===== src/rtl/i2c_axil_pkg.sv =====
// Shared AXI4-Lite definitions for the I2C register masters and slaves.
// Holds response codes, the command-master state encoding and per-port address widths.
package i2c_axil_pkg;

    localparam logic [1:0] RESP_OKAY   = 2'b00;
    localparam logic [1:0] RESP_EXOKAY = 2'b01;
    localparam logic [1:0] RESP_SLVERR = 2'b10;
    localparam logic [1:0] RESP_DECERR = 2'b11;

    localparam logic [2:0] ST_IDLE    = 3'd0;
    localparam logic [2:0] ST_WR_REQ  = 3'd1;
    localparam logic [2:0] ST_WR_RESP = 3'd2;
    localparam logic [2:0] ST_RD_REQ  = 3'd3;
    localparam logic [2:0] ST_RD_DATA = 3'd4;
    localparam logic [2:0] ST_RSP     = 3'd5;

    // M0 drives i2c_master_axil, M1 drives i2c_slave_axil
    localparam int M0_ADDR_WIDTH = 5;
    localparam int M1_ADDR_WIDTH = 4;

endpackage


===== src/rtl/axil_cmd_master.sv =====
// Single-outstanding AXI4-Lite initiator: one register command in, one response out.
// Every output is a register, so nothing here is combinational from the bus or command inputs.
//
// state      | meaning
// -----------+-----------------------------------------------------------
// IDLE       | cmd_ready high, waiting for a command
// WR_REQ     | AWVALID/WVALID outstanding, each drops after its own handshake
// WR_RESP    | BREADY high, waiting for BVALID
// RD_REQ     | ARVALID outstanding
// RD_DATA    | RREADY high, waiting for RVALID
// RSP        | rsp_valid high with stable payload until rsp_ready
module axil_cmd_master
    import i2c_axil_pkg::*;
#(
    parameter int ADDR_WIDTH = M0_ADDR_WIDTH,
    parameter int DATA_WIDTH = 32
) (
    input  logic                      clk,
    input  logic                      rst,

    input  logic                      cmd_valid,
    output logic                      cmd_ready,
    input  logic                      cmd_write,
    input  logic [ADDR_WIDTH-1:0]     cmd_addr,
    input  logic [DATA_WIDTH-1:0]     cmd_wdata,
    input  logic [DATA_WIDTH/8-1:0]   cmd_wstrb,

    output logic                      rsp_valid,
    input  logic                      rsp_ready,
    output logic [DATA_WIDTH-1:0]     rsp_rdata,
    output logic [1:0]                rsp_resp,
    output logic                      rsp_write,

    output logic [ADDR_WIDTH-1:0]     M_AXI_AWADDR,
    output logic                      M_AXI_AWVALID,
    input  logic                      M_AXI_AWREADY,
    output logic [DATA_WIDTH-1:0]     M_AXI_WDATA,
    output logic [DATA_WIDTH/8-1:0]   M_AXI_WSTRB,
    output logic                      M_AXI_WVALID,
    input  logic                      M_AXI_WREADY,
    input  logic [1:0]                M_AXI_BRESP,
    input  logic                      M_AXI_BVALID,
    output logic                      M_AXI_BREADY,
    output logic [ADDR_WIDTH-1:0]     M_AXI_ARADDR,
    output logic                      M_AXI_ARVALID,
    input  logic                      M_AXI_ARREADY,
    input  logic [DATA_WIDTH-1:0]     M_AXI_RDATA,
    input  logic [1:0]                M_AXI_RRESP,
    input  logic                      M_AXI_RVALID,
    output logic                      M_AXI_RREADY
);

    localparam int STRB_WIDTH = DATA_WIDTH / 8;

    logic [2:0]             r_state;
    logic                   r_aw_done;
    logic                   r_w_done;
    logic [ADDR_WIDTH-1:0]  r_addr;
    logic [DATA_WIDTH-1:0]  r_wdata;
    logic [STRB_WIDTH-1:0]  r_wstrb;
    logic                   r_write;
    logic                   r_cmd_ready;
    logic                   r_awvalid;
    logic                   r_wvalid;
    logic                   r_bready;
    logic                   r_arvalid;
    logic                   r_rready;
    logic                   r_rsp_valid;
    logic [DATA_WIDTH-1:0]  r_rsp_rdata;
    logic [1:0]             r_rsp_resp;
    logic                   r_rsp_write;

    logic w_aw_hs;
    logic w_w_hs;
    logic w_aw_fin;
    logic w_w_fin;

    assign w_aw_hs  = r_awvalid & M_AXI_AWREADY;
    assign w_w_hs   = r_wvalid  & M_AXI_WREADY;
    assign w_aw_fin = r_aw_done | w_aw_hs;
    assign w_w_fin  = r_w_done  | w_w_hs;

    always_ff @(posedge clk or posedge rst) begin
        if (rst) begin
            r_state     <= ST_IDLE;
            r_aw_done   <= 1'b0;
            r_w_done    <= 1'b0;
            r_addr      <= '0;
            r_wdata     <= '0;
            r_wstrb     <= '0;
            r_write     <= 1'b0;
            r_cmd_ready <= 1'b0;
            r_awvalid   <= 1'b0;
            r_wvalid    <= 1'b0;
            r_bready    <= 1'b0;
            r_arvalid   <= 1'b0;
            r_rready    <= 1'b0;
            r_rsp_valid <= 1'b0;
            r_rsp_rdata <= '0;
            r_rsp_resp  <= 2'b00;
            r_rsp_write <= 1'b0;
        end else begin
            case (r_state)
                ST_IDLE: begin
                    // cmd_ready comes up one cycle after reset release
                    r_cmd_ready <= 1'b1;
                    if (cmd_valid && r_cmd_ready) begin
                        r_cmd_ready <= 1'b0;
                        r_addr      <= cmd_addr;
                        r_wdata     <= cmd_wdata;
                        r_wstrb     <= cmd_wstrb;
                        r_write     <= cmd_write;
                        r_aw_done   <= 1'b0;
                        r_w_done    <= 1'b0;
                        if (cmd_write) begin
                            r_state   <= ST_WR_REQ;
                            r_awvalid <= 1'b1;
                            r_wvalid  <= 1'b1;
                        end else begin
                            r_state   <= ST_RD_REQ;
                            r_arvalid <= 1'b1;
                        end
                    end
                end
                ST_WR_REQ: begin
                    if (w_aw_hs) begin
                        r_awvalid <= 1'b0;
                        r_aw_done <= 1'b1;
                    end
                    if (w_w_hs) begin
                        r_wvalid <= 1'b0;
                        r_w_done <= 1'b1;
                    end
                    if (w_aw_fin && w_w_fin) begin
                        r_state  <= ST_WR_RESP;
                        r_bready <= 1'b1;
                    end
                end
                ST_WR_RESP: begin
                    if (M_AXI_BVALID) begin
                        r_bready    <= 1'b0;
                        r_rsp_resp  <= M_AXI_BRESP;
                        r_rsp_rdata <= '0;
                        r_rsp_write <= r_write;
                        r_rsp_valid <= 1'b1;
                        r_state     <= ST_RSP;
                    end
                end
                ST_RD_REQ: begin
                    if (M_AXI_ARREADY) begin
                        r_arvalid <= 1'b0;
                        r_rready  <= 1'b1;
                        r_state   <= ST_RD_DATA;
                    end
                end
                ST_RD_DATA: begin
                    if (M_AXI_RVALID) begin
                        r_rready    <= 1'b0;
                        r_rsp_rdata <= M_AXI_RDATA;
                        r_rsp_resp  <= M_AXI_RRESP;
                        r_rsp_write <= r_write;
                        r_rsp_valid <= 1'b1;
                        r_state     <= ST_RSP;
                    end
                end
                ST_RSP: begin
                    if (rsp_ready) begin
                        r_rsp_valid <= 1'b0;
                        r_cmd_ready <= 1'b1;
                        r_state     <= ST_IDLE;
                    end
                end
                default: begin
                    r_state <= ST_IDLE;
                end
            endcase
        end
    end

    assign cmd_ready     = r_cmd_ready;
    assign rsp_valid     = r_rsp_valid;
    assign rsp_rdata     = r_rsp_rdata;
    assign rsp_resp      = r_rsp_resp;
    assign rsp_write     = r_rsp_write;
    assign M_AXI_AWADDR  = r_addr;
    assign M_AXI_AWVALID = r_awvalid;
    assign M_AXI_WDATA   = r_wdata;
    assign M_AXI_WSTRB   = r_wstrb;
    assign M_AXI_WVALID  = r_wvalid;
    assign M_AXI_BREADY  = r_bready;
    assign M_AXI_ARADDR  = r_addr;
    assign M_AXI_ARVALID = r_arvalid;
    assign M_AXI_RREADY  = r_rready;

endmodule


===== config.mk =====
export PLATFORM = sky130hd
export DESIGN_NAME = axil_cmd_master
export DESIGN_NICKNAME = d
export VERILOG_FILES = /design/src/rtl/i2c_axil_pkg.sv /design/src/rtl/axil_cmd_master.sv
export SDC_FILE = /design/constraint.sdc
export NUM_CORES = 1
export LEC_CHECK = 0
export CAP_MARGIN = 30
export CORE_ASPECT_RATIO = 0.75
export CORE_MARGIN = 3
export CORE_UTILIZATION = 41
export DETAILED_ROUTE_END_ITERATION = 8
export PLACE_DENSITY_LB_ADDON = 0.08
export SLEW_MARGIN = 40
export SYNTH_ARGS = -nofsm -noshare
export SYNTH_HDL_FRONTEND = slang
export SYNTH_SLANG_ARGS = --single-unit

===== constraint.sdc =====
create_clock -name clk -period 3.7 [get_ports clk]
set_input_delay 0.925 -clock clk [delete_from_list [all_inputs] [get_ports clk]]
set_output_delay 0.925 -clock clk [all_outputs]
set_load 0.02 [all_outputs]

Word-level counts from Yosys, hierarchy flattened

Cells that the tools add are included.

Flip-flop bits (word level): 89
Bits of input ports: 87
Output and inout bits: 88

Equality and inequality tests: 15
Multiplexer cells: 45
Bitwise operators: 4
Reductions and logical operators: 22

Operators with widths:

| cell                                                 | number |
|---|---|
| 2-to-1 mux 32 bit                                    | 2 |
| one-hot mux 32 bit (2 select lines)                  | 1 |
| 2-to-1 mux 1 bit                                     | 21 |
| != test 2 bit (second input constant)                | 10 |
| 2-to-1 mux 3 bit                                     | 6 |
| one-hot mux 1 bit (2 select lines)                   | 9 |
| one-hot mux 3 bit (6 select lines)                   | 1 |
| AND reduction 4 bit                                  | 4 |
| AND reduction 3 bit                                  | 5 |
| nonzero test 2 bit                                   | 6 |
| equality test 3 x 2 -> 1 bit (second input constant) | 2 |
| equality test 3 bit (second input constant)          | 2 |
| 2-to-1 mux 2 bit                                     | 3 |
| AND reduction 6 bit                                  | 1 |
| one-hot mux 2 bit (2 select lines)                   | 1 |
| AND reduction 2 bit                                  | 2 |
| equality test 3 x 1 -> 1 bit (second input constant) | 1 |
| zero test 3 bit                                      | 1 |
| one-hot mux 1 bit (3 select lines)                   | 1 |
| nonzero test 3 bit                                   | 1 |
| bitwise AND 1 bit                                    | 2 |
| logical AND 1 bit                                    | 2 |
| OR 1 bit                                             | 2 |

Depth between registers and ports, before layout

Gate-level depths: netlist of the first run.

Depth after elaboration: 5
Depth in mapped cells: 5
Mapped depth without buffers: 3

Worst setup path before layout of the first run

No wires, ideal clock.

Path kind: input port to flip-flop
Start: in cmd_valid
End: reg r_wdata[20], in the netlist M_AXI_WDATA[20]
Library setup time: 125 ps
Data arrival time: 1895 ps
Slack: 1680 ps
Stages: 5
Path buffers: 2
Cell sequence: and4bb_4 and2_4 buf_6 buf_8 mux2_4

Word-level cells in the longest chain between the ends: 2

RTL lines:

| what                          | line                   | RTL |
|---|---|---|
| from (decl)                   | axil_cmd_master.sv:21  | `input logic cmd_valid,` |
| logical AND 1 bit             | axil_cmd_master.sv:107 | `if (cmd_valid && r_cmd_ready) begin` |
| AND reduction 2 bit (no line) | n/a                    |  |
| to (signal assigned)          | axil_cmd_master.sv:110 | `r_wdata <= cmd_wdata;` |
| to (decl)                     | axil_cmd_master.sv:59  | `logic [DATA_WIDTH-1:0] r_wdata;` |

No other way between the ends.
A chain may end at the register's enable or synchronous reset.

Worst setup path after layout of the first run

Start: in cmd_valid
End: reg r_wstrb[0], in the netlist M_AXI_WSTRB[0]

Word-level cells in the longest chain between the ends: 2

RTL lines:

| what                          | line                   | RTL |
|---|---|---|
| logical AND 1 bit             | axil_cmd_master.sv:107 |  |
| AND reduction 2 bit (no line) | n/a                    |  |
| to (signal assigned)          | axil_cmd_master.sv:111 | `r_wstrb <= cmd_wstrb;` |
| to (decl)                     | axil_cmd_master.sv:60  | `logic [STRB_WIDTH-1:0] r_wstrb;` |

No other way between the ends.

==> summary.md, run 1 <==
The first global-routing pass estimated 14.8 mm of wire. Summed over all layers, the global routing overflow is 0. The clock drives 89 sinks.

The count of inserted antenna diode cells came out at 0. The post-detailed-route via-to-cell ratio was 5.08; the number of nets still failing antenna checks after routing was 0. Detailed-route wire length per cell: 17.7 um. The simple-gate area share of the yosys netlist is 3.66%. The combinational family with the most area after synthesis is multiplexers. Post-CTS repair changed the size of 0 cells. After detailed routing, the number of remaining DRC violations is 0. Including well taps, the total number of placed cells is 507. Post-CTS timing repair inserted 0 buffers for setup. The count of flip-flops with a built-in enable after synthesis was 0; the number of slew-limit violations in the final report was 0. The min-delay analysis places its worst path in the category reg2reg. The tools report the final setup slack of the worst path as 1.19 ns. In this run the cell area of the synthesized design comes to 3690 sq um. The tools report the via count of the first global-routing pass as 2718.

The final period utilization came out at 67.7%. The routed design has 9.27 mm of wire. Cells with a size suffix above 1 make up 15.9% of the layout. In this run the vertical extent of the chip is 88.1 um.

The run finished with clean final reports. The clock period minus final worst setup slack works out to 2.51 ns. For the top-level I/O count, the log shows 175. The number of antenna violations at the first check in global routing came out at 0. For this run, the number of standard cells in the final layout without fillers is 523.

For this run, the post-layout net count is 497. For the worst-skew pair, the clock arrives at the later sink with an insertion delay of 0.33 ns. The required time reported for the critical path endpoint came out at 3.91 ns. The count of buffering cells on the critical path with inverters included is 2, and the count of synthesis-stage warnings from yosys is 0. In this run the worst path has a maximum fanout of 24.

STA classifies the critical path startpoint as an input port. The die covers 10200 sq um. The run gives 1280 sq um as the area of the multi-input gates. When the netlist entered floorplanning its net count stood at 327.

Based on the critical path, the design can be clocked at up to 399 MHz. Input and output buffers added on the ports amount to 174. For this run, the share of the core covered by cells in the final layout is 67.1%. For the number of violations of the max-capacitance limit, the log shows 0. The number of setup violations in the final report was 0; the number of filler instances in the final layout was 654. The delay of the slowest cell on the worst path is 0.48 ns, and the violation count after the first detailed-route iteration is 151. The total power is 5.05 mW, and the area added between synthesis and finish is 56.5%.

Count of distinct cell types in the synthesized netlist: 38. The total count of hold-check failures in the final report is 0, and the share of synthesized registers carrying an async set or reset is 100%. CTS built an H-tree with a depth of 3.

Registers take 2230 sq um. The tools report the total vias in the final route as 2659. TritonCTS built the clock tree. The worst setup path is of the in2reg kind. The flip-flop and latch count after synthesis was 89. The worst setup path is captured at a flop.

The worst IR drop on VDD was 0.392 mV. Synthesized-area fraction occupied by ao, oa, aoi and oai cells: 12.8%. The synthesized-area fraction occupied by xor and xnor cells was 0%; the largest net degree at the start of global routing was 55. After legalization and detailed placement, the total HPWL measured 6.65 mm.

After clock tree synthesis, the flow added hold-fix buffers numbering 0. In this run the core area contains 29 standard-cell rows. Traced cell by cell, the critical path runs through clkdlybuf4s50_1 > and4bb_4 > and2_4 > buf_12 > mux2_4.

The TritonCTS buffer count was 9. The dominant delay contributor by cell family on the critical path was buffers and inverters. The cell sitting at the root of the clock tree is a sky130_fd_sc_hd__clkbuf_16. The share of the synthesized area in the top cell type came out at 60.4%. The worst pin sits at a relative slew slack of 56.2%. The die is 116 um wide. The total core area was 8600 sq um; the multiplexer share of the synthesized area was 18.2%. Arrival time at the worst endpoint: 2.71 ns.

Dividing total power by cell area gives a power density of 874 nW/um^2. In this run the static leakage power is 2.49 nW. OpenSTA, run right after detailed placement, puts the worst setup slack at 0.858 ns. Yosys attributes the largest share of cell area to sky130_fd_sc_hd__dfrtp_1, sky130_fd_sc_hd__mux2_4, sky130_fd_sc_hd__a22o_1. The count of TritonRoute iterations in the first routing pass is 5. The share of synthesized cell area in full adder, half adder and majority cells came out at 0%. Dominant register cell in the synthesized netlist: sky130_fd_sc_hd__dfrtp_1.

A synthesized cell averages 15.4 sq um. The clock edge transition at the registers on the reported setup and hold paths is 0.06 ns, and the accumulated negative setup slack is 0 ns. The final RePlAce weighted congestion was 0.772. Of the synthesized area, sequential elements account for 60.4%.

Synthesis produced a netlist whose cell count is 240. Overall fraction of global-route tracks in use: 18.4%. Clock skew on the completed layout was measured at 0.0106 ns. For the pin with the worst max-slew slack, the measured transition is 0.657 ns. Setup repair after global routing left no endpoint under its margin.

The tools report the worst-case clock buffer depth as 2. The synthesized design spends more area on one cell type than any other, namely sky130_fd_sc_hd__dfrtp_1. For this configuration, the core starts out at a cell density of 42.9%.

The cell with the biggest individual delay on the critical path is sky130_fd_sc_hd__clkdlybuf4s50_1.
==> power breakdown <==
group | total [mW] | switching [mW] | internal, mW
clock network | 0.937 | 0.371 | 0.565
registers | 1.70 | 0.295 | 1.40
logic | 2.41 | 1.06 | 1.36
total | 5.05 | 1.72 | 3.32
==> flip-flops by register name, summed over array words and instances (netlist names) <==
register       count
rsp_resp           2
M_AXI_WDATA       32
M_AXI_AWVALID      1
rsp_valid          1
M_AXI_WSTRB        4
r_write            1
M_AXI_BREADY       1
M_AXI_ARVALID      1
rsp_write          1
r_w_done           1
r_aw_done          1
M_AXI_ARADDR       5
M_AXI_RREADY       1
M_AXI_WVALID       1
cmd_ready          1
r_state            3
rsp_rdata         32
==> final timing paths <==
path,from,end,slack (ns),depth (start not counted)
max,cmd_valid,M_AXI_WSTRB[0],1.19,5
min,r_write,rsp_write,0.48,1
max reg2reg,r_state[1],M_AXI_WSTRB[0],1.57,4
min reg2reg,r_write,rsp_write,0.48,1
max in group asynchronous,rst,rsp_valid,2.02,3
min in group asynchronous,rst,M_AXI_WDATA[20],1.00,2
==> per-stage QoR <==
step                hold WS, ns  cell area [sq um]
floorplan                 0.450               3690
global placement          0.465               5460
detailed placement        0.474               5460
CTS                       0.487               5770
global route              0.507               5770
finish                    0.482               5770
==> cells in the mapped netlist (2+ instances only) <==
master,number
sky130_fd_sc_hd__o21ai_0,4
sky130_fd_sc_hd__o21ai_1,2
sky130_fd_sc_hd__mux2_1,7
sky130_fd_sc_hd__nor3b_1,2
sky130_fd_sc_hd__buf_12,3
sky130_fd_sc_hd__nand2b_1,4
sky130_fd_sc_hd__buf_2,6
sky130_fd_sc_hd__a31oi_1,4
sky130_fd_sc_hd__clkbuf_1,3
sky130_fd_sc_hd__dfrtp_1,89
sky130_fd_sc_hd__buf_4,5
sky130_fd_sc_hd__a2bb2oi_1,4
sky130_fd_sc_hd__nor2_1,2
sky130_fd_sc_hd__and3b_1,2
sky130_fd_sc_hd__mux2_4,38
sky130_fd_sc_hd__inv_1,3
sky130_fd_sc_hd__a21oi_1,6
sky130_fd_sc_hd__nor2b_1,2
sky130_fd_sc_hd__nand2_1,2
sky130_fd_sc_hd__a22o_1,33
sky130_fd_sc_hd__mux2_2,2
==> area by class of cell <==
cell class / instances / area share [%]
sequential: 89 / 38.6
inverter: 4 / 0.282
clock inverter: 5 / 1.06
tap: 108 / 2.34
clock buffer: 11 / 4.38
multi-input combinational: 128 / 22.2
timing repair buffer: 178 / 31.1
==> routing by layer <==
layer  vias up  GRT usage, %  wire length [um]
met5         -             0                 0
met4         0          4.80                91
met3        10          4.14               504
met2        96          27.4              4210
met1      1333          27.3              4460
li1       1220             -                 -
==> cells in the final DEF (no fill, tap or decap), types with 4 or more instances in the layout <==
cell type,count
sky130_fd_sc_hd__o21ai_0,4
sky130_fd_sc_hd__dfrtp_1,89
sky130_fd_sc_hd__mux2_1,7
sky130_fd_sc_hd__a22o_1,33
sky130_fd_sc_hd__a2bb2oi_1,4
sky130_fd_sc_hd__a21oi_1,6
sky130_fd_sc_hd__clkbuf_16,9
sky130_fd_sc_hd__a31oi_1,4
sky130_fd_sc_hd__clkdlybuf4s50_1,174
sky130_fd_sc_hd__nand2b_1,4
sky130_fd_sc_hd__mux2_4,38
==> cell families after synthesis <==
| logic type | count (synthesis) |
|---|---|
| compound gates | 61 |
| simple gates | 20 |
| flops | 89 |
| buf+inv | 23 |
| mux | 47 |
(Power assumes the default switching activity.)
==> run 2: changes to the inputs <==
==> constraint.sdc (replaced) <==
create_clock -name clk -period 2.6 [get_ports clk]
set_input_delay 0.65 -clock clk [delete_from_list [all_inputs] [get_ports clk]]
set_output_delay 0.65 -clock clk [all_outputs]
set_load 0.02 [all_outputs]
==> summary.md, run 2 (same netlist as run 1, synthesis figures left out) <==
In the final routed layout, each cell accounts on average for 17.7 um. The total area of sequential cells is 2230 sq um, and the total count of hold-check failures in the final report is 0. The logs give 2690 for the via count of the first global-routing pass and 0 for the number of antenna violations at the first check in global routing. Summing all placed instances gives a cell area of 5500 sq um. In this run the number of H-tree levels came out at 3. In the global route stage, overall resource usage came out at 18.3%.

The final non-filler cell total came out at 526. Leaving out fill and tap cells, the most frequent cell in the layout is sky130_fd_sc_hd__clkdlybuf4s50_1. STA classifies the critical path endpoint as a flop. Entering global routing, the biggest net connects 90 pins. STA classifies the critical path startpoint as an input port.

The clock net sink count was 89. The count of nets left with antenna violations once routing finished came out at 0. Based on the critical path, the design can be clocked at up to 490 MHz. The initial utilization of the core area, before any placement, comes to 42.9%. After detailed routing, the number of remaining DRC violations is 0. Accumulated negative setup slack: 0 ns. The total overflow left after global routing is 0. On the final layout, the worst clock skew is 0.00564 ns. The worst-case IR drop observed on VDD is 0.567 mV. The post-route cell area was 5810 sq um.

The tools report the area of the multi-input gates as 1280 sq um. The clock edge transition at the registers on the reported setup and hold paths is 0.06 ns. Leaving out fill and tap cells, the most frequent cells in the layout are sky130_fd_sc_hd__clkdlybuf4s50_1, sky130_fd_sc_hd__dfrtp_1, sky130_fd_sc_hd__mux2_4. In this run the standard cell core region covers 8600 sq um. The critical path is of the in2reg type. Data arrives at the worst endpoint at 2.25 ns.

The die extent in y is 88.1 um. The class of the tightest hold or removal check is reg2reg. The number of filler instances in the final layout is 654.

For this design the ratio of total power to cell area is 1250 nW/um^2. After clock tree synthesis, the repair step resized 0 gates. The first global-routing pass estimated 14.3 mm of wire. The TritonCTS buffer count is 9, and the count of inserted antenna diode cells is 0. In this run the static leakage power is 2.49 nW. The worst path uses 78.5% of the clock period.

The tools report the insertion delay of the later-clocked pin in the worst-skew pair as 0.33 ns. The origin of the critical flop-to-flop path is r_state[1]. The total power was 7.23 mW. The number of slew-limit violations in the final report is 0, and the minimum hold slack is 0.483 ns. The start point of the critical path was cmd_valid. The violation count after the first detailed-route iteration is 174, and the layout cell share with drive strength beyond 1 is 16.0%. Post-CTS timing repair inserted 0 buffers for setup. At the end of the flow the core is filled with cells to 67.5%. Of all nets on the critical path, the largest fanout is 10. In the routed layout, each cell is associated on average with a via count of 5.05. Timing analysis after detailed placement gives a worst setup slack of 0.226 ns.

The run gives 0 as the number of setup violations in the final report. Counting I/O delays and the setup requirement, the final critical path takes 2.04 ns. The cell at the root of the clock tree is sky130_fd_sc_hd__clkbuf_16. For the number of violations of the max-capacitance limit, the log shows 0.

Hold repair after CTS inserted 0 buffers. The floorplan die area was 10200 sq um. Routability-driven placement finished with a final weighted congestion of 0.789. The tools report the required time reported for the critical path endpoint as 2.81 ns. The top-level I/O count is 175.

The routed layout has 2655 vias. Once placement completed, the tool counted placed cells totaling 510. TritonCTS built the clock tree.

For the final setup slack of the worst path, the log shows 0.558 ns. The pin slew with the least headroom to its limit is 0.454 ns, and the quantity of I/O buffers inserted on ports is 174. The run gives 68.9% as the relative slew slack.

Compared with the post-synthesis result, the final layout area differs by 57.5%. Once detailed placement completed, the half-perimeter wirelength came to 6.69 mm. The die width is 116 um, and the count of TritonRoute iterations in the first routing pass is 4. The clock passes through at most 2 buffers.

The floorplan row count is 29, and the aggregate routed wire length is 9.33 mm. The worst hold path begins at r_write. Setup repair after global routing left no endpoint under its margin. The run finished with clean final reports. In the final design database the tool counted 500 nets.
## run 2: cell types whose count changed in the layout (fill, tap and decap cells not counted), sizes merged
cell	delta
bufinv	+1
clkinvlp	+3
inv	-2
buf	+3
clkinv	-2
## run 2: critical path, cell delays in order
cell                              delay [ns]
sky130_fd_sc_hd__clkdlybuf4s50_1        0.48
sky130_fd_sc_hd__and4bb_4               0.28
sky130_fd_sc_hd__and2_4                 0.27
sky130_fd_sc_hd__buf_4                  0.21
sky130_fd_sc_hd__mux2_1                 0.34
## run 2: per-layer routing
layer	global-route usage (%)	wire length [um]	vias up
met4	5.33	65	0
met2	26.7	4150	113
li1	-	-	1225
met5	0	0	-
met1	26.1	4450	1310
met3	5.94	662	7
## run 2: layout make-up
| type | count | area share (%) |
|---|---|---|
| sequential | 89 | 38.3 |
| timing repair buffer | 181 | 31.5 |
| multi-input combinational | 128 | 22.1 |
| clock buffer | 11 | 4.01 |
| tap | 108 | 2.33 |
| clock inverter | 5 | 1.38 |
| inverter | 4 | 0.323 |
## run 2: worst paths after layout
| kind | end | slack, ns | depth (start not counted) |
|---|---|---|---|
| max in group asynchronous | M_AXI_WDATA[7] | 1.43 | 3 |
| max reg2reg | M_AXI_WDATA[31] | 0.64 | 4 |
| min | rsp_write | 0.48 | 1 |
| max | M_AXI_WDATA[31] | 0.56 | 5 |
| min reg2reg | rsp_write | 0.48 | 1 |
| min in group asynchronous | cmd_ready | 0.80 | 3 |
## run 2: report_power, final
| part | switching (mW) | internal (mW) | leakage [nW] |
|---|---|---|---|
| sequential | 0.424 | 2.00 | 1.11 |
| combinational | 1.51 | 1.95 | 1.24 |
| clock | 0.512 | 0.841 | 0.146 |
| total | 2.45 | 4.79 | 2.49 |
==> run 3: changes to the inputs <==
==> constraint.sdc (replaced) <==
create_clock -name clk -period 1.89 [get_ports clk]
set_input_delay 0.4725 -clock clk [delete_from_list [all_inputs] [get_ports clk]]
set_output_delay 0.4725 -clock clk [all_outputs]
set_load 0.02 [all_outputs]
==> summary.md, run 3 (same netlist as run 1, synthesis figures left out) <==
The flow ran to the end, and the final reports show no timing, DRC or antenna violations. The final RePlAce weighted congestion is 0.769. The worst register-to-register path ends at M_AXI_WDATA[1]. For this run, the top clock speed supported by timing is 546 MHz.

The count of inserted antenna diode cells was 0. Compared with the post-synthesis result, the final layout area differs by 60.2%. In this run, post-CTS hold repair placed 0 buffers. The global-route wire length before repair is 14.4 mm, and the die extent in y is 88.1 um. The path with the worst hold slack has its endpoint at rsp_write.

The flop-to-flop setup slack is 0.20 ns. The post-route netlist has 17.3% of its cells at a drive strength greater than 1. In the global route stage, overall resource usage came out at 18.4%.

The detailed-route DRC error count was 0. Summed over all layers, the routed wires come to 9.31 mm. Clock tree synthesis selected as its root buffer the cell sky130_fd_sc_hd__clkbuf_16.

Setup violations remaining at the end of the flow were counted as 0. Remaining global-route overflow: 0. The logs give 3.35 mW for the net load switching power and 0 for the number of antenna violations at the first check in global routing. The post-CTS setup repair buffer count came out at 0.

Input and output buffers added on the ports amount to 174. The total count of hold-check failures in the final report was 0. The final period utilization is 96.9%. The signal on the critical path passes through clkdlybuf4s50_1. The sequential cells in the finished layout cover a total of 2230 sq um. The worst setup path is of the reg2out kind. Cell with the biggest individual delay on the critical path: sky130_fd_sc_hd__clkdlybuf4s50_1.

For the number of nets still failing antenna checks after routing, the log shows 0. The top cell types in the final layout, fill and taps aside, are sky130_fd_sc_hd__clkdlybuf4s50_1, sky130_fd_sc_hd__dfrtp_1, sky130_fd_sc_hd__mux2_4. The die covers 10200 sq um. The worst pin sits at a relative slew slack of 67.5%.

STA classifies the critical path startpoint as a flop. Count of TritonRoute iterations in the first routing pass: 4. The tools report the area of the multi-input gates as 1280 sq um. STA classifies the critical path endpoint as an output port. The first routing iteration left 130 violations. In this run the most critical hold path is launched from r_write.

The worst path needs 1.83 ns of the cycle, external delays included. The startpoint identified for the worst register-to-register timing path is r_state[1]. Design internal power: 6.68 mW. On the worst path, the slowest cell contributes a delay of 0.63 ns.

Setup slack closes at 0.0581 ns. Setup total negative slack on the finished layout was measured at 0 ns. The depth of the most critical reg-to-reg path was 4.

The total vias in the final route came out at 2704. For the worst setup path, the data arrival time is 1.36 ns. The post-detailed-route via-to-cell ratio works out to 5.05.

For the instance count after placement with tap cells included, the log shows 519. TritonCTS created 9 clock buffers. TritonCTS built the clock tree. The number of slew-limit violations in the final report is 0, and the share of power burned in combinational logic is 49.0%.

For the pin with the worst max-slew slack, the measured transition is 0.487 ns. After clock tree synthesis, the clock-pin slew on the worst setup and hold paths is 0.06 ns. The tools report the floorplan row count as 29. For this design the ratio of total power to cell area is 1700 nW/um^2. Of all nets on the critical path, the largest fanout is 4. Clock skew on the completed layout was measured at 0.00509 ns. The tools report the leakage power of the design as 2.56 nW. Setup repair after global routing left no endpoint under its margin. Before CTS, the worst setup slack after placement is -0.181 ns. Required time reported for the critical path endpoint: 1.42 ns. Counting every sink on the clock net gives 89. For this design the top-level I/O count stands at 175. The number of cells on the worst hold path came out at 1. For the total core area, the log shows 8600 sq um. The worst IR drop on VDD was 0.937 mV.

In this run, the clock network consumes 18.3% of the power. The worst-case clock buffer depth is 2, and the number of nets at the end of the flow is 509. The effective utilization at floorplan is 42.9%, and the die width is 116 um. The run gives 32.7% as the portion of total power attributed to sequential cells.

Of the total power, the share spent switching nets is 33.4%. The number of violations of the max-capacitance limit is 0. The insertion delay of the later-clocked pin in the worst-skew pair was 0.33 ns.

After legalization and detailed placement, the total HPWL measured 6.77 mm. The dominant delay contributor by cell family on the critical path was buffers and inverters. Most common cell after layout, fill and taps aside: sky130_fd_sc_hd__clkdlybuf4s50_1. The largest net degree at the start of global routing came out at 90. The number of levels in the clock H-tree is 3, and the final non-filler cell total is 535.

The detailed-route wire length per cell is 17.4 um. The count of buffering cells on the critical path with inverters included was 1. Class of the tightest hold or removal check: reg2reg. Fill cells in the final layout number 643. Via count of the first global-routing pass: 2713. The number of gates resized after CTS was 0.
run 3: cell types whose count changed in the layout (fill, tap and decap cells not counted), sizes merged:
| cell | change |
|---|---|
| clkbuf | +2 |
| clkinvlp | -2 |
| buf | +9 |
run 3: final cells by class:
| type | instances | share of cell area (%) |
|---|---|---|
| multi-input cells | 128 | 21.7 |
| flip-flops and latches | 89 | 37.7 |
| clock inverters | 3 | 1.10 |
| well taps | 108 | 2.29 |
| clock buffers | 13 | 4.07 |
| repair buffers | 190 | 32.8 |
| inverters | 4 | 0.318 |
run 3: how the worst max path moves through the flow:
| stage | start | end | cells past startpoint |
|---|---|---|---|
| 2_1_floorplan | cmd_ready | M_AXI_WDATA[20] | 5 |
| 3_3_place_gp | cmd_valid | M_AXI_ARADDR[3] | 5 |
| 3_5_place_dp | cmd_valid | M_AXI_ARADDR[4] | 5 |
| 4_1_cts | M_AXI_WVALID | M_AXI_WVALID | 1 |
| 5_1_grt | M_AXI_WVALID | M_AXI_WVALID | 1 |
| 6_report | M_AXI_WVALID | M_AXI_WVALID | 1 |
run 3: stage by stage:
stage / power, mW / hold WS (ns) / instance area, sq um / util, %
3_5_place_dp: 8.25 / 0.466 / 5600 / 65.1
2_1_floorplan: 6.00 / 0.450 / 3690 / -
3_3_place_gp: 8.16 / 0.461 / 5600 / 65.1
6_report: 10.0 / 0.478 / 5910 / 68.7
4_1_cts: 10.2 / 0.480 / 5910 / 68.7
5_1_grt: 10.6 / 0.503 / 5910 / 68.7
run 3: power groups by stage:
stage	clock network, mW	registers [mW]	logic (mW)
final	1.83	3.28	4.92
after floorplan	0	4.20	1.81
after global placement	0	3.29	4.88
after detailed placement	0	3.30	4.95
after global routing	1.98	3.39	5.19
after CTS	1.89	3.29	4.98
run 3: metal layers:
metal  up-vias  global-route usage (%)  part of all wire (%)
met4         0                    5.44                   1.2
met5         -                       0                     0
li1       1240                       -                     -
met1      1347                    25.6                    45
met3        10                    5.87                   6.6
met2       107                    27.9                    47
==> patch 1, RTL diff (config.mk and constraints of run 3) <==
Set the package constant `M0_ADDR_WIDTH` to 6 (it was 5).
--- a/src/rtl/i2c_axil_pkg.sv
+++ b/src/rtl/i2c_axil_pkg.sv
@@ -16,5 +16,5 @@
 
     // M0 drives i2c_master_axil, M1 drives i2c_slave_axil
-    localparam int M0_ADDR_WIDTH = 5;
+    localparam int M0_ADDR_WIDTH = 6;
     localparam int M1_ADDR_WIDTH = 4;
 
Interface: changed (resized M_AXI_ARADDR, M_AXI_AWADDR and cmd_addr); port bits go from 175 to 178. The function was not compared with the original's and may differ.
==> patch 1 against run 3 <==
- critical path depth did not move
- non-clock buffer count is 4 higher
- hold slack improved by 0.012 ns
- core utilization grew 0.72 points
- clock skew is essentially flat
- worst setup slack got worse by 0.016 ns
- cell area increased by 3.2%
- total power up 2.8%
- cell count increased by 16%
- sequential cell count is 1 higher
- area after synthesis increased by 4.1%
- routed wire length grew 1.5%
==> patch 1: results (changes against run 3) <==
Timing
  – Slew headroom: 68.0% (+0.58 points)

Synthesis
  – Mean Syn Cell Area: 12.5 sq um (-18%)
  – Cell variety after synth: 34 (-11%)
  – Synth cell count leaders: dfrtp_1 (90), mux2_2 (47), inv_1 (35), nand2_1 (35), mux2i_1 (32)
  – Top-area cell type share of the netlist area: 58.7% (-1.7 points)
  – Post-Syn Nets: 394 (+20%)

Power
  – Leak: 0.00248 uW (-3.0%)
  – Comb group: 5180 uW (+5.3%)
  – Flop pwr share: 33.3% (+0.6 points)
  – Net Switching: 3750 uW (+12%)

Final layout
  – Final sequential cell count: 90 (+1.1%)
  – Fraction of area in multi-input gates: 21.7% (-0.053 points)
  – Multi-input gates: 160 (+25%)
  – Non-clock buffer share: 31.8% (-0.97 points)
  – Nets@finish: 578 (+14%)
  – Fin cells: 619 (+16%)
  – CLK BUF: 11 (-2)
  – Fill count: 677 (+5.3%)
  – Share of cells above drive strength 1: 17.0% (-0.36 points)
  – Seq area share: 37.0% (-0.75 points)

Global route
  – First-pass GRT wire length: 15.5 mm (+7.9%)
  – Vias in the first global route: 3,031 (+12%)
  – Largest net degree at the start of global routing: 64 (-29%)

Placed design
  – IO Port Bufs: 177 (+1.7%)
  – Inst Count DP: 603 (+16%)
  – Dpl cell area: 5800 sq um (+3.6%)
  – Final GP Congestion: 0.821 (+6.7%)

Clocking
  – Clock Path Buffers: 2 (unchanged)

Routing
  – Vias: 2,909 (+7.6%)
  – Initial DRC Count: 122 (-6.2%)
  – Drt wl/cell: 15.3 microns (-12%)

Outcome
  – Status: finished, final reports clean

Critical path
  – Arr. time, crit path: 1.38 ns (+0.02 ns)

Floorplan
  – Die area: 10,600 sq um (+3.9%)
## patch 1: cell types whose count changed after synthesis, moves of 6 or more
| cell | delta |
|---|---|
| a22o_1 | -32 |
| buf_4 | +6 |
| inv_1 | +32 |
| mux2_1 | -7 |
| mux2_2 | +45 |
| mux2_4 | -38 |
| mux2i_1 | +32 |
| nand2_1 | +33 |
## patch 1: cell families after synthesis
kind of cell           after synthesis  synth area share (%)
flip-flops                          90                  58.7
buffers and inverters               56                  7.27
multiplexers                        79                  22.1
AND/OR/NAND/NOR                     51                  6.49
AO/OA/AOI/OAI                       30                  5.44
## patch 1: worst reg2reg max path: stages, from the launching register on
cell       delay (ns)
dfrtp_1          0.46
nand4bb_1        0.31
nor2_4           0.15
buf_12           0.24
mux2_2           0.40
## patch 1: final timing paths
| check | slack, ns | from | cells past startpoint | end |
|---|---|---|---|---|
| worst max-delay path | 0.04 | M_AXI_AWVALID | 1 | M_AXI_AWVALID |
| worst min register to register | 0.49 | r_write | 1 | r_write |
| max in group asynchronous | 1.00 | rst | 3 | rsp_rdata[7] |
| min in group asynchronous | 0.60 | rst | 3 | M_AXI_WSTRB[1] |
| worst max register to register | 0.23 | r_state[1] | 4 | M_AXI_ARADDR[3] |
| worst min-delay path | 0.49 | r_write | 1 | r_write |
## patch 1: routing by layer
layer  global-route usage [%]  wire (microns)  vias to the layer above
met3                     4.27             554                        4
met2                     30.0            4660                      107
met1                     23.6            4200                     1409
met4                     4.49              43                        0
li1                         -               -                     1389
met5                        0               0                        -
## patch 1: per-stage QoR
stage / setup slack, ns / TNS, ns
4_1_cts: 0.0215 / 0
5_1_grt: 0.00628 / 0
3_5_place_dp: -0.179 / -9.83
3_3_place_gp: -0.122 / -6.93
6_report: 0.0417 / 0
2_1_floorplan: 0.345 / 0
==> patch 2, RTL diff (settings of run 3) <==
Without the edit above. Reset style: synchronous (`rst`), changed in one clocked block.
--- a/src/rtl/axil_cmd_master.sv
+++ b/src/rtl/axil_cmd_master.sv
@@ -81,5 +81,5 @@
     assign w_w_fin  = r_w_done  | w_w_hs;
 
-    always_ff @(posedge clk or posedge rst) begin
+    always_ff @(posedge clk) begin
         if (rst) begin
             r_state     <= ST_IDLE;
Function: differs if rst is asserted again (counterexample within 4 cycles, from zero or initial values and one cycle with rst high); with rst held inactive, the same outputs for 10 cycles.
==> patch 2 against run 3 <==
- worst setup slack improved by 0.013 ns
- clock skew rose by 0.0047 ns
- largest cell class is now buffers
- area after synthesis fell by 7.2%
- cell area fell by 7.6%
- hold slack got worse by 0.026 ns
- critical path type unchanged
- sequential cell count did not move
- routed wire length barely moved
- cell count rose by 28%
- global-route usage rose by 0.70 points
Power is not compared: it rests on default switching activity, and its combinational part moved more than twofold at a synthesized area within 25%.
==> patch 2: results (changes against run 3) <==
Outcome
  – Status: finished, final reports clean

Synthesis
  – Top post-synthesis cells by area: dfxtp_1 (52%), nand2_1 (12%), a21oi_1 (9.9%), a22oi_1 (3.3%), buf_6 (3.0%)
  – Cell variety after synth: 37 (-2.6%)
  – Synth cell count leaders: nand2_1 (108), dfxtp_1 (89), a21oi_1 (68), nor2_1 (26), nand3_1 (20)
  – Post-synth ARST share: 0% (-100 points)
  – Most used DFF post-synth: dfxtp_1
  – YS warnings: 0 (unchanged)
  – Post-Syn Nets: 495 (+51%)
  – Seq/Total Area, Yosys: 52.0% (-8.4 points)

Global route
  – First-pass GRT wire length: 15.0 mm (+4.1%)
  – All-Layer GR Usage: 19.1% (+0.70 points)
  – Largest net degree at the start of global routing: 44 (-51%)
  – Vias in the first global route: 3,178 (+17%)
  – Initial antenna violation count: 0 (unchanged)

Clocking
  – Clock Path Buffers: 2 (unchanged)
  – CTS Buf Count: 9 (unchanged)
  – Clock root buffer: clkbuf_8
  – Setup Fix Bufs, Post-CTS: 0 (unchanged)
  – CTS H-tree depth: 3 (unchanged)
  – CTS clk-pin slew, worst paths: 0.09 ns (+0.03 ns)
  – Clk Latency, worst-skew pair: 0.34 ns

Placed design
  – Final HPWL from detailed placement: 6.88 mm (+1.6%)
  – IO Port Bufs: 174 (unchanged)
  – Dpl cell area: 5260 sq um (-6.1%)
  – Final GP Congestion: 0.852 (+11%)

Critical path
  – Max incr delay on CP: 0.63 ns (about the same)
  – Slowest CP cell: clkdlybuf4s50_1
  – Cell family with the largest share of critical-path delay: buffers and inverters
  – Cells on worst reg2reg path: 5 (+1)
  – Capturing point of the worst reg2reg path: r_state[1]
  – Worst R2R Start: r_state[1]
  – R2R Setup Slk: 0.31 ns (+0.11 ns)
  – Arr. time, crit path: 1.35 ns
  – Critical path peak fanout: 4 (unchanged)

Worst hold path
  – Hold Path Origin: r_aw_done
  – Hold Path Stages: 2 (+1)
  – Hold Path Class: flop to flop
  – Min-Delay Endpoint: r_aw_done

Final layout
  – Inserted Diodes: 0 (unchanged)
  – Share of cells above drive strength 1: 7.06% (-10 points)
  – Nets@finish: 663 (+30%)

Routing
  – Vias: 3,398 (+26%)
  – Final wirelength: 9.31 mm (about the same)
  – Initial DRC Count: 173 (+33%)
  – Drt pass-1 iters: 4 (unchanged)

Power
  – Leak: 0.00191 uW
  – VDD IR max: 0.706 mV

Timing
  – Skew final: 0.00977 ns (+0.00468 ns)
  – Slew headroom: 69.1% (+1.7 points)
-- patch 2: changes by cell type in the layout (fill, tap and decap cells not counted), moves of 25 or more --
cell            run 3  this run
a21oi_1             6        68
a22o_1             33         0
dfrtp_1            89         0
dfxtp_1             0        89
mux2_4             38         0
nand2_1             2       108
nor2_1              1        26
-- patch 2: routing by layer --
layer  wire length (microns)  global-route usage, %  vias to the layer above  part of all wire [%]
met4                      72                   3.54                        0                  0.77
met1                    4100                   23.9                     1554                    44
met3                     671                   6.99                       10                   7.2
li1                        -                      -                     1713                     -
met2                    4460                   32.4                      121                    48
met5                       0                      0                        -                     0
-- patch 2: cell type report --
type	count	area, sq um
fillers	669	2530
clock buffers	10	128
repair buffers	195	1950
well taps	105	131
clock inverters	6	67.6
flip-flops and latches	89	1780
inverters	2	7.51
multi-input cells	279	1390
-- patch 2: power breakdown --
| group | total, uW | switching, uW | internal [uW] |
|---|---|---|---|
| logic | 1820 | 952 | 867 |
| clock network | 1270 | 654 | 618 |
| registers | 2220 | 154 | 2070 |
-- patch 2: worst max path at each step --
stage	from	to	slack, ns	cells past startpoint
2_1_floorplan	cmd_ready	M_AXI_ARADDR[0]	0.35	6
3_3_place_gp	cmd_valid	M_AXI_WDATA[14]	-0.1	6
3_5_place_dp	cmd_valid	M_AXI_WDATA[15]	-0.12	6
4_1_cts	M_AXI_WVALID	M_AXI_WVALID	0.002	1
5_1_grt	cmd_ready	cmd_ready	0.003	1
6_report	cmd_ready	cmd_ready	0.07	1
-- patch 2: metrics by stage --
step | hold slack [ns] | util (%) | setup WS [ns] | instances | TNS [ns]
floorplan | 0.432 | - | 0.352 | 408 | 0
global placement | 0.437 | 65.8 | -0.0974 | 670 | -2.61
detailed placement | 0.443 | 65.8 | -0.123 | 670 | -3.72
CTS | 0.454 | 68.2 | 0.00219 | 686 | 0
global route | 0.471 | 68.3 | 0.00279 | 686 | 0
finish | 0.452 | 68.3 | 0.0714 | 686 | 0
-- patch 2: cell families after synthesis --
| kind of cell | share of synthesized area (%) |
|---|---|
| AND/OR/NAND/NOR | 20.9 |
| AO/OA/AOI/OAI | 18.7 |
| flip-flops | 52.0 |
| buffers and inverters | 7.46 |
| multiplexers | 0.877 |
-- patch 2: what timing repair did --
action,CTS,global route
setup endpoints to repair,0,1
hold buffers,0,0
resized for setup,0,1
